## config.mk

```make
export PLATFORM = sky130hd
export DESIGN_NAME = mmb_stream_master_flat
export DESIGN_NICKNAME = d
export VERILOG_FILES = /design/src/rtl/mmb_stream_master_if.sv /design/src/rtl/mmb_stream_master.sv /design/src/flat_wrapper.sv
export SDC_FILE = /design/constraint.sdc
export NUM_CORES = 1
export LEC_CHECK = 0
export CORE_UTILIZATION = 30
export DETAILED_ROUTE_END_ITERATION = 8
export SLEW_MARGIN = 40
export SYNTH_ARGS = -nofsm -noshare
export SYNTH_HDL_FRONTEND = slang
export SYNTH_SLANG_ARGS = --single-unit
```

## constraint.sdc

```tcl
create_clock -name clk -period 5.1 [get_ports clk]
set_input_delay 1.53 -clock clk [delete_from_list [all_inputs] [get_ports clk]]
set_output_delay 1.53 -clock clk [all_outputs]
set_load 0.005 [all_outputs]
```

## src/rtl/mmb_stream_master_if.sv

```systemverilog
// rtl/mmb_stream_master_if.sv - MemoryMapped burst bus between a burst master and a slave
interface mmb_stream_master_if #(
  parameter int DWIDTH = 32,
  parameter int AWIDTH = 32,
  parameter int BWIDTH = 8
);
  logic [AWIDTH-1:0] m_addr;
  logic [BWIDTH-1:0] m_bcnt;
  logic              m_wreq;
  logic [DWIDTH-1:0] m_wdat;
  logic              m_rreq;
  logic [DWIDTH-1:0] m_rdat;
  logic              m_rval;
  logic              m_busy;

  modport master (
    output m_addr, m_bcnt, m_wreq, m_wdat, m_rreq,
    input  m_rdat, m_rval, m_busy
  );

  modport slave (
    input  m_addr, m_bcnt, m_wreq, m_wdat, m_rreq,
    output m_rdat, m_rval, m_busy
  );
endinterface

```

## src/rtl/mmb_stream_master.sv

```systemverilog
// rtl/mmb_stream_master.sv - MemoryMapped burst master splitting stream transfers into bursts
// Optional MMB_STREAM_MASTER_BOUNDARY_EN: bursts never cross a 2**BNDWIDTH-word boundary.
module mmb_stream_master #(
  parameter int DWIDTH   = 32,
  parameter int AWIDTH   = 32,
  parameter int BWIDTH   = 8,
  parameter int LWIDTH   = 16,
  parameter int MAXBURST = 16,
  parameter int MAXPEND  = 32,
  parameter int BNDWIDTH = 6
) (
  input  logic              reset,
  input  logic              clk,
  input  logic [AWIDTH-1:0] cmd_addr,
  input  logic [LWIDTH-1:0] cmd_len,
  input  logic              cmd_wr,
  input  logic              cmd_val,
  output logic              cmd_rdy,
  output logic              done,
  input  logic [DWIDTH-1:0] wr_dat,
  input  logic              wr_val,
  output logic              wr_rdy,
  output logic [DWIDTH-1:0] rd_dat,
  output logic              rd_val,
  mmb_stream_master_if.master bus
);
  localparam int PWIDTH = $clog2(MAXPEND + 1);

`ifdef MMB_STREAM_MASTER_BOUNDARY_EN
  localparam bit BND_EN = 1'b1;
`else
  localparam bit BND_EN = 1'b0;
`endif

  typedef enum logic [1:0] {IDLE, WR_BURST, RD_REQ, RD_DRAIN} state_t;

  state_t            state, state_next;
  logic [AWIDTH-1:0] addr;
  logic [LWIDTH-1:0] remain;
  logic [BWIDTH-1:0] beat;
  logic [BWIDTH-1:0] blen;
  logic [PWIDTH-1:0] pend;
  logic              cmd_rdy_q;
  logic              done_q;
  logic              rd_val_q;
  logic [DWIDTH-1:0] rd_dat_q;

  logic              accept, wr_beat, wr_last, rd_take, fin, rd_ret, room_ok;
  logic [AWIDTH-1:0] addr_adv;
  logic [LWIDTH-1:0] remain_wr, remain_rd;

  function automatic logic [BWIDTH-1:0] calc_blen(input logic [AWIDTH-1:0] a,
                                                 input logic [LWIDTH-1:0] r);
    logic [31:0] n;
    logic [31:0] room;
    n    = (32'(r) < 32'(MAXBURST)) ? 32'(r) : 32'(MAXBURST);
    room = (32'd1 << BNDWIDTH) - 32'(a[BNDWIDTH-1:0]);
    if (BND_EN && (room < n)) n = room;
    return BWIDTH'(n);
  endfunction

  // addr always holds the start of the current (or next) burst, so it doubles as m_addr
  assign addr_adv  = addr + AWIDTH'(blen);
  assign remain_wr = remain - LWIDTH'(1);
  assign remain_rd = remain - LWIDTH'(blen);
  assign room_ok   = (32'(pend) + 32'(blen)) <= 32'(MAXPEND);
  assign rd_ret    = bus.m_rval && (pend != '0);

  assign cmd_rdy    = cmd_rdy_q;
  assign done       = done_q;
  assign rd_val     = rd_val_q;
  assign rd_dat     = rd_dat_q;
  assign bus.m_addr = addr;
  assign bus.m_bcnt = blen;
  assign bus.m_wdat = wr_dat;

  always_ff @(posedge clk or negedge reset) begin
    if (!reset) state <= IDLE;
    else        state <= state_next;
  end

  always_comb begin
    state_next = state;
    accept     = 1'b0;
    wr_beat    = 1'b0;
    wr_last    = 1'b0;
    rd_take    = 1'b0;
    fin        = 1'b0;
    wr_rdy     = 1'b0;
    bus.m_wreq = 1'b0;
    bus.m_rreq = 1'b0;
    case (state)
      IDLE: begin
        if (cmd_val && cmd_rdy_q) begin
          accept     = 1'b1;
          state_next = cmd_wr ? WR_BURST : RD_REQ;
        end
      end
      WR_BURST: begin
        bus.m_wreq = wr_val;
        wr_rdy     = ~bus.m_busy;
        if (wr_val && !bus.m_busy) begin
          wr_beat = 1'b1;
          if (beat == blen - 1'b1) begin
            wr_last = 1'b1;
            if (remain_wr == '0) begin
              fin        = 1'b1;
              state_next = IDLE;
            end
          end
        end
      end
      RD_REQ: begin
        // pend only falls between consumes, so once room_ok holds it stays true
        bus.m_rreq = room_ok;
        if (room_ok && !bus.m_busy) begin
          rd_take = 1'b1;
          if (remain_rd == '0) state_next = RD_DRAIN;
        end
      end
      RD_DRAIN: begin
        if (pend == '0) begin
          fin        = 1'b1;
          state_next = IDLE;
        end
      end
      default: state_next = IDLE;
    endcase
  end

  always_ff @(posedge clk or negedge reset) begin
    if (!reset) begin
      addr      <= '0;
      remain    <= '0;
      beat      <= '0;
      blen      <= '0;
      pend      <= '0;
      cmd_rdy_q <= 1'b0;
      done_q    <= 1'b0;
      rd_val_q  <= 1'b0;
      rd_dat_q  <= '0;
    end else begin
      // held low through the done cycle so cmd_rdy rises one cycle after done
      cmd_rdy_q <= (state == IDLE) && !accept;
      done_q    <= fin;
      rd_val_q  <= rd_ret;
      if (rd_ret) rd_dat_q <= bus.m_rdat;
      pend <= pend + (rd_take ? PWIDTH'(blen) : PWIDTH'(0)) - PWIDTH'(rd_ret);

      if (accept) begin
        addr   <= cmd_addr;
        remain <= cmd_len;
        blen   <= calc_blen(cmd_addr, cmd_len);
        beat   <= '0;
      end

      if (wr_beat) begin
        remain <= remain_wr;
        if (wr_last) begin
          addr <= addr_adv;
          blen <= calc_blen(addr_adv, remain_wr);
          beat <= '0;
        end else begin
          beat <= beat + 1'b1;
        end
      end

      if (rd_take) begin
        addr   <= addr_adv;
        remain <= remain_rd;
        blen   <= calc_blen(addr_adv, remain_rd);
      end
    end
  end
endmodule

```

## src/flat_wrapper.sv

```systemverilog
// flat-port wrapper written by rule: the top's interface ports become plain ports
module mmb_stream_master_flat 
#(
  parameter int DWIDTH   = 32,
  parameter int AWIDTH   = 32,
  parameter int BWIDTH   = 8,
  parameter int LWIDTH   = 16,
  parameter int MAXBURST = 16,
  parameter int MAXPEND  = 32,
  parameter int BNDWIDTH = 6
)
  (reset, clk, cmd_addr, cmd_len, cmd_wr, cmd_val, cmd_rdy, done, wr_dat, wr_val, wr_rdy, rd_dat, rd_val, bus_m_addr, bus_m_bcnt, bus_m_wreq, bus_m_wdat, bus_m_rreq, bus_m_rdat, bus_m_rval, bus_m_busy);
  mmb_stream_master_if #(.DWIDTH(DWIDTH), .AWIDTH(AWIDTH), .BWIDTH(BWIDTH)) bus_i ();
  input  logic reset;
  input  logic clk;
  input  logic [AWIDTH-1:0] cmd_addr;
  input  logic [LWIDTH-1:0] cmd_len;
  input  logic cmd_wr;
  input  logic cmd_val;
  output logic cmd_rdy;
  output logic done;
  input  logic [DWIDTH-1:0] wr_dat;
  input  logic wr_val;
  output logic wr_rdy;
  output logic [DWIDTH-1:0] rd_dat;
  output logic rd_val;
  output wire logic [$bits(bus_i.m_addr)-1:0] bus_m_addr;
  output wire logic [$bits(bus_i.m_bcnt)-1:0] bus_m_bcnt;
  output wire logic [$bits(bus_i.m_wreq)-1:0] bus_m_wreq;
  output wire logic [$bits(bus_i.m_wdat)-1:0] bus_m_wdat;
  output wire logic [$bits(bus_i.m_rreq)-1:0] bus_m_rreq;
  input wire logic [$bits(bus_i.m_rdat)-1:0] bus_m_rdat;
  input wire logic [$bits(bus_i.m_rval)-1:0] bus_m_rval;
  input wire logic [$bits(bus_i.m_busy)-1:0] bus_m_busy;
  assign bus_m_addr = bus_i.m_addr;
  assign bus_m_bcnt = bus_i.m_bcnt;
  assign bus_m_wreq = bus_i.m_wreq;
  assign bus_m_wdat = bus_i.m_wdat;
  assign bus_m_rreq = bus_i.m_rreq;
  assign bus_i.m_rdat = bus_m_rdat;
  assign bus_i.m_rval = bus_m_rval;
  assign bus_i.m_busy = bus_m_busy;
  mmb_stream_master #(.DWIDTH(DWIDTH), .AWIDTH(AWIDTH), .BWIDTH(BWIDTH), .LWIDTH(LWIDTH), .MAXBURST(MAXBURST), .MAXPEND(MAXPEND), .BNDWIDTH(BNDWIDTH)) u_core (.reset(reset), .clk(clk), .cmd_addr(cmd_addr), .cmd_len(cmd_len), .cmd_wr(cmd_wr), .cmd_val(cmd_val), .cmd_rdy(cmd_rdy), .done(done), .wr_dat(wr_dat), .wr_val(wr_val), .wr_rdy(wr_rdy), .rd_dat(rd_dat), .rd_val(rd_val), .bus(bus_i));
endmodule
```

==> run summary <==
Yosys warning total: 0
Core outline area: 0.02460 mm²
Routed len/inst: 17.78 µm
Nets: 1127
Cell count of the worst hold path: 1
Die Span Y: 161.3 µm
Critical path required time: 3570 ps
Peak per-stage delay on the critical path: 540 ps
HPWL reported at the end of detailed placement: 17390 µm
Slowest cell on the critical path: sky130_fd_sc_hd__dfrtp_1
Number of buffers inserted to repair setup after CTS: 0
Net Count, Synth: 1015
DRC violation total after the first TritonRoute iteration: 459
Worst-case headroom to the max-slew limit: 0.3691
HP Class: flip-flop to flip-flop
Pin count of the biggest net entering global routing: 48
Worst hold slack across all endpoints: 500.3 ps
Sequential cell area in the final layout: 0.002678 mm²
Fill cell count: 2476
Sequential element share of the synthesized area: 0.3515
TritonCTS clock tree: done
Slew at the pin with the worst max-slew slack: 939.2 ps
Final clock skew: 10.05 ps
Startpoint type of the worst setup path: flip-flop
Number of distinct library cell variants in the gate-level netlist after synthesis: 81
All-layer global routing usage: 0.1786
Lkg Pwr: 3.886 nW
Number of sinks driven by the clock tree: 107
Final Slew Violations: 0
Worst slack after detailed placement: 830.7 ps
Worst path setup slack after routing: 729.8 ps
Critical path arrival: 2840 ps
Minimum clock period after layout: 4370 ps
Max-cap violation count: 0
Area after detailed placement: 0.009298 mm²
Mean area per synthesized cell: 8.899 µm²
Synth Cell Area: 0.007617 mm²
Met1 wire length: 10420 µm
Share of the clock period used by the worst path: 0.8569
Vias in the first global route: 6645
Post-CTS Hold Buffers: 0
Overflow after GRT: 0
Number of buffers inserted during clock tree synthesis: 9
Antenna-violating nets left: 0
Unrepaired setup endpoints after global routing: false
Area taken by multi-input logic gates: 0.004342 mm²
Highest ir drop seen on vdd: 0.1512 mV
R2R cell count: 17
Maximum clock path buffer count: 2
Layout cells sized above 1: 0.08539
Top Ports: 229
Number of enable flip-flop cells after synthesis: 0
Cell at the root of the clock tree: sky130_fd_sc_hd__clkbuf_16
Ys flop type: sky130_fd_sc_hd__dfrtp_1
Initial antenna violation count: 0
Status: finished clean
Final total negative setup slack: 0 ps
Start-to-end type of the worst setup path: flip-flop to primary output
Highest metal used: met4
Via count of the routed design: 6849
Total Die Area: 0.02603 mm²
Detailed route wirelength on metal3: 1760 µm
Initial Utilization: 0.3096
Post-layout instance area: 0.009580 mm²
Drt first pass iters: 5
Share of flip-flops with an asynchronous set or reset after synthesis: 1.000
Wire length after detailed routing: 23040 µm
Area Overhead vs Synth: 25.77%
DRC viols: 0
Final standard cell utilization of the core: 0.3894
Clock latency reported for the late side of the worst-skew pair: 360 ps
Final hold violation count: 0
Gate count after technology mapping: 856
Ordered cell list for the critical path: ha_1 > fa_1 > nand3_1 > nand2_1 > xnor2_1 > a41o_1 > and2_1 > clkdlybuf4s50_1
Highest fanout seen on the critical path: 7
Row count: 57
Areal power density over the cells: 292.0 mW/mm²
Count of buffers inserted at the top-level ports: 164
Final RePlAce weighted congestion: 0.8778
Per-cell via count in the routed design: 5.285
CTS H-tree depth: 3
CP Capture Type: primary output
Post-synthesis sequential element count: 107
Floorplan die width: 161.3 µm
Number of failing setup endpoints in the final timing report: 0
Post-cts sizing count: 0
Global-route wire length before repair: 36780 µm
Max Clk Rate: 228.8 MHz
Met2 wire len: 10510 µm
Clk slew on worst S/H paths: 80 ps
Antenna diodes: 0
==> synthesized netlist by cell type (all sizes together) (9+ instances only) <==
cell type / count / area [µm²]
dfrtp: 107 / 2678
nor2: 83 / 332.8
nand2: 73 / 290.3
buf: 47 / 349.1
a21oi: 44 / 231.5
inv: 41 / 153.9
o21ai: 40 / 200.2
ha: 36 / 450.4
mux2: 33 / 371.6
xnor2: 31 / 271.5
nand3: 30 / 162.7
clkbuf: 27 / 102.6
nor3: 23 / 120.1
a211oi: 19 / 147.6
a31oi: 17 / 112.6
nor2b: 12 / 75.07
nor4: 12 / 90.09
o21a: 12 / 90.09
nand2b: 11 / 68.82
nand4: 11 / 83.83
a311oi: 10 / 93.84
a22oi: 9 / 67.56
and3: 9 / 56.30
==> worst paths after layout <==
kind,startpoint,end,slack [ps]
worst min-delay path,u_core.cmd_rdy,u_core.cmd_rdy,500
worst min register to register,u_core.cmd_rdy,u_core.cmd_rdy,500
worst max register to register,u_core.bus.m_bcnt[0],u_core.pend[5],1270
min in group asynchronous,reset,u_core.rd_dat[9],1150
worst max-delay path,u_core.bus.m_bcnt[0],bus_m_rreq,730
max in group asynchronous,reset,u_core.bus.m_addr[21],3030
==> final cells by class <==
cell class / instances / area share
multi-input combinational: 634 / 0.4532
clock inverter: 6 / 0.005746
tap: 324 / 0.04231
timing repair buffer: 175 / 0.1797
sequential: 107 / 0.2795
inverter: 41 / 0.01606
clock buffer: 9 / 0.02351
==> stage by stage <==
step	total power [mW]	cells
2_1_floorplan	1.800	856
3_3_place_gp	2.099	1281
3_5_place_dp	2.120	1281
4_1_cts	2.828	1296
5_1_grt	3.003	1296
6_report	2.797	1296
==> kinds of logic after synthesis <==
group                      after synthesis  synth area share
and+or+nand+nor                        302            0.2047
AOI/OAI and AO/OA                      219            0.1996
buffers and inverters                  115           0.07950
DFF                                    107            0.3515
adders and majority gates               40           0.06965
xor gates and xnor gates                38           0.04369
muxes                                   35           0.05141
==> power breakdown <==
part | internal [mW] | switching [mW] | total, mW
sequential | 0.958 | 0.134 | 1.09
combinational | 0.512 | 0.502 | 1.01
clock | 0.340 | 0.350 | 0.690
total | 1.81 | 0.986 | 2.80
==> cell usage in the layout, fill, tap and decap left out, drive strengths merged, types with 10 or more instances in the layout <==
| cell | n |
|---|---|
| inv | 45 |
| ha | 36 |
| a31oi | 17 |
| dfrtp | 107 |
| a21oi | 44 |
| nor3 | 23 |
| nor2 | 83 |
| o21ai | 40 |
| mux2 | 33 |
| a211oi | 19 |
| nand3 | 30 |
| a311oi | 10 |
| nor2b | 12 |
| buf | 12 |
| nand2b | 11 |
| nand4 | 11 |
| clkdlybuf4s50 | 163 |
| nand2 | 73 |
| xnor2 | 31 |
| o21a | 12 |
| nor4 | 12 |
==> registers in the layout (all words and copies together) (netlist names) <==
| register | cells |
|---|---|
| u_core.remain | 16 |
| u_core.state | 2 |
| u_core.pend | 6 |
| u_core.bus.m_addr | 32 |
| u_core.rd_dat | 32 |
| u_core.bus.m_bcnt | 8 |
| u_core.rd_val | 1 |
| u_core.done | 1 |
| u_core.beat | 8 |
| u_core.cmd_rdy | 1 |
==> critical path, delay by kind of cell, from the launching register on <==
| family | cells | cell delay, ps |
|---|---|---|
| adder cells (fa/ha/maj) | 2 | 720 |
| flip-flops | 1 | 540 |
| buffers and inverters | 1 | 530 |
| AND/OR/NAND/NOR | 3 | 300 |
| AO/OA/AOI/OAI | 1 | 230 |
| XOR/XNOR | 1 | 150 |
==> routing by layer <==
| layer | vias to the layer above | track usage |
|---|---|---|
| met5 | - | 0 |
| met4 | 0 | 0.04331 |
| met3 | 22 | 0.03852 |
| met2 | 254 | 0.2913 |
| met1 | 3272 | 0.2398 |
| li1 | 3301 | - |
(Power assumes the default switching activity.)
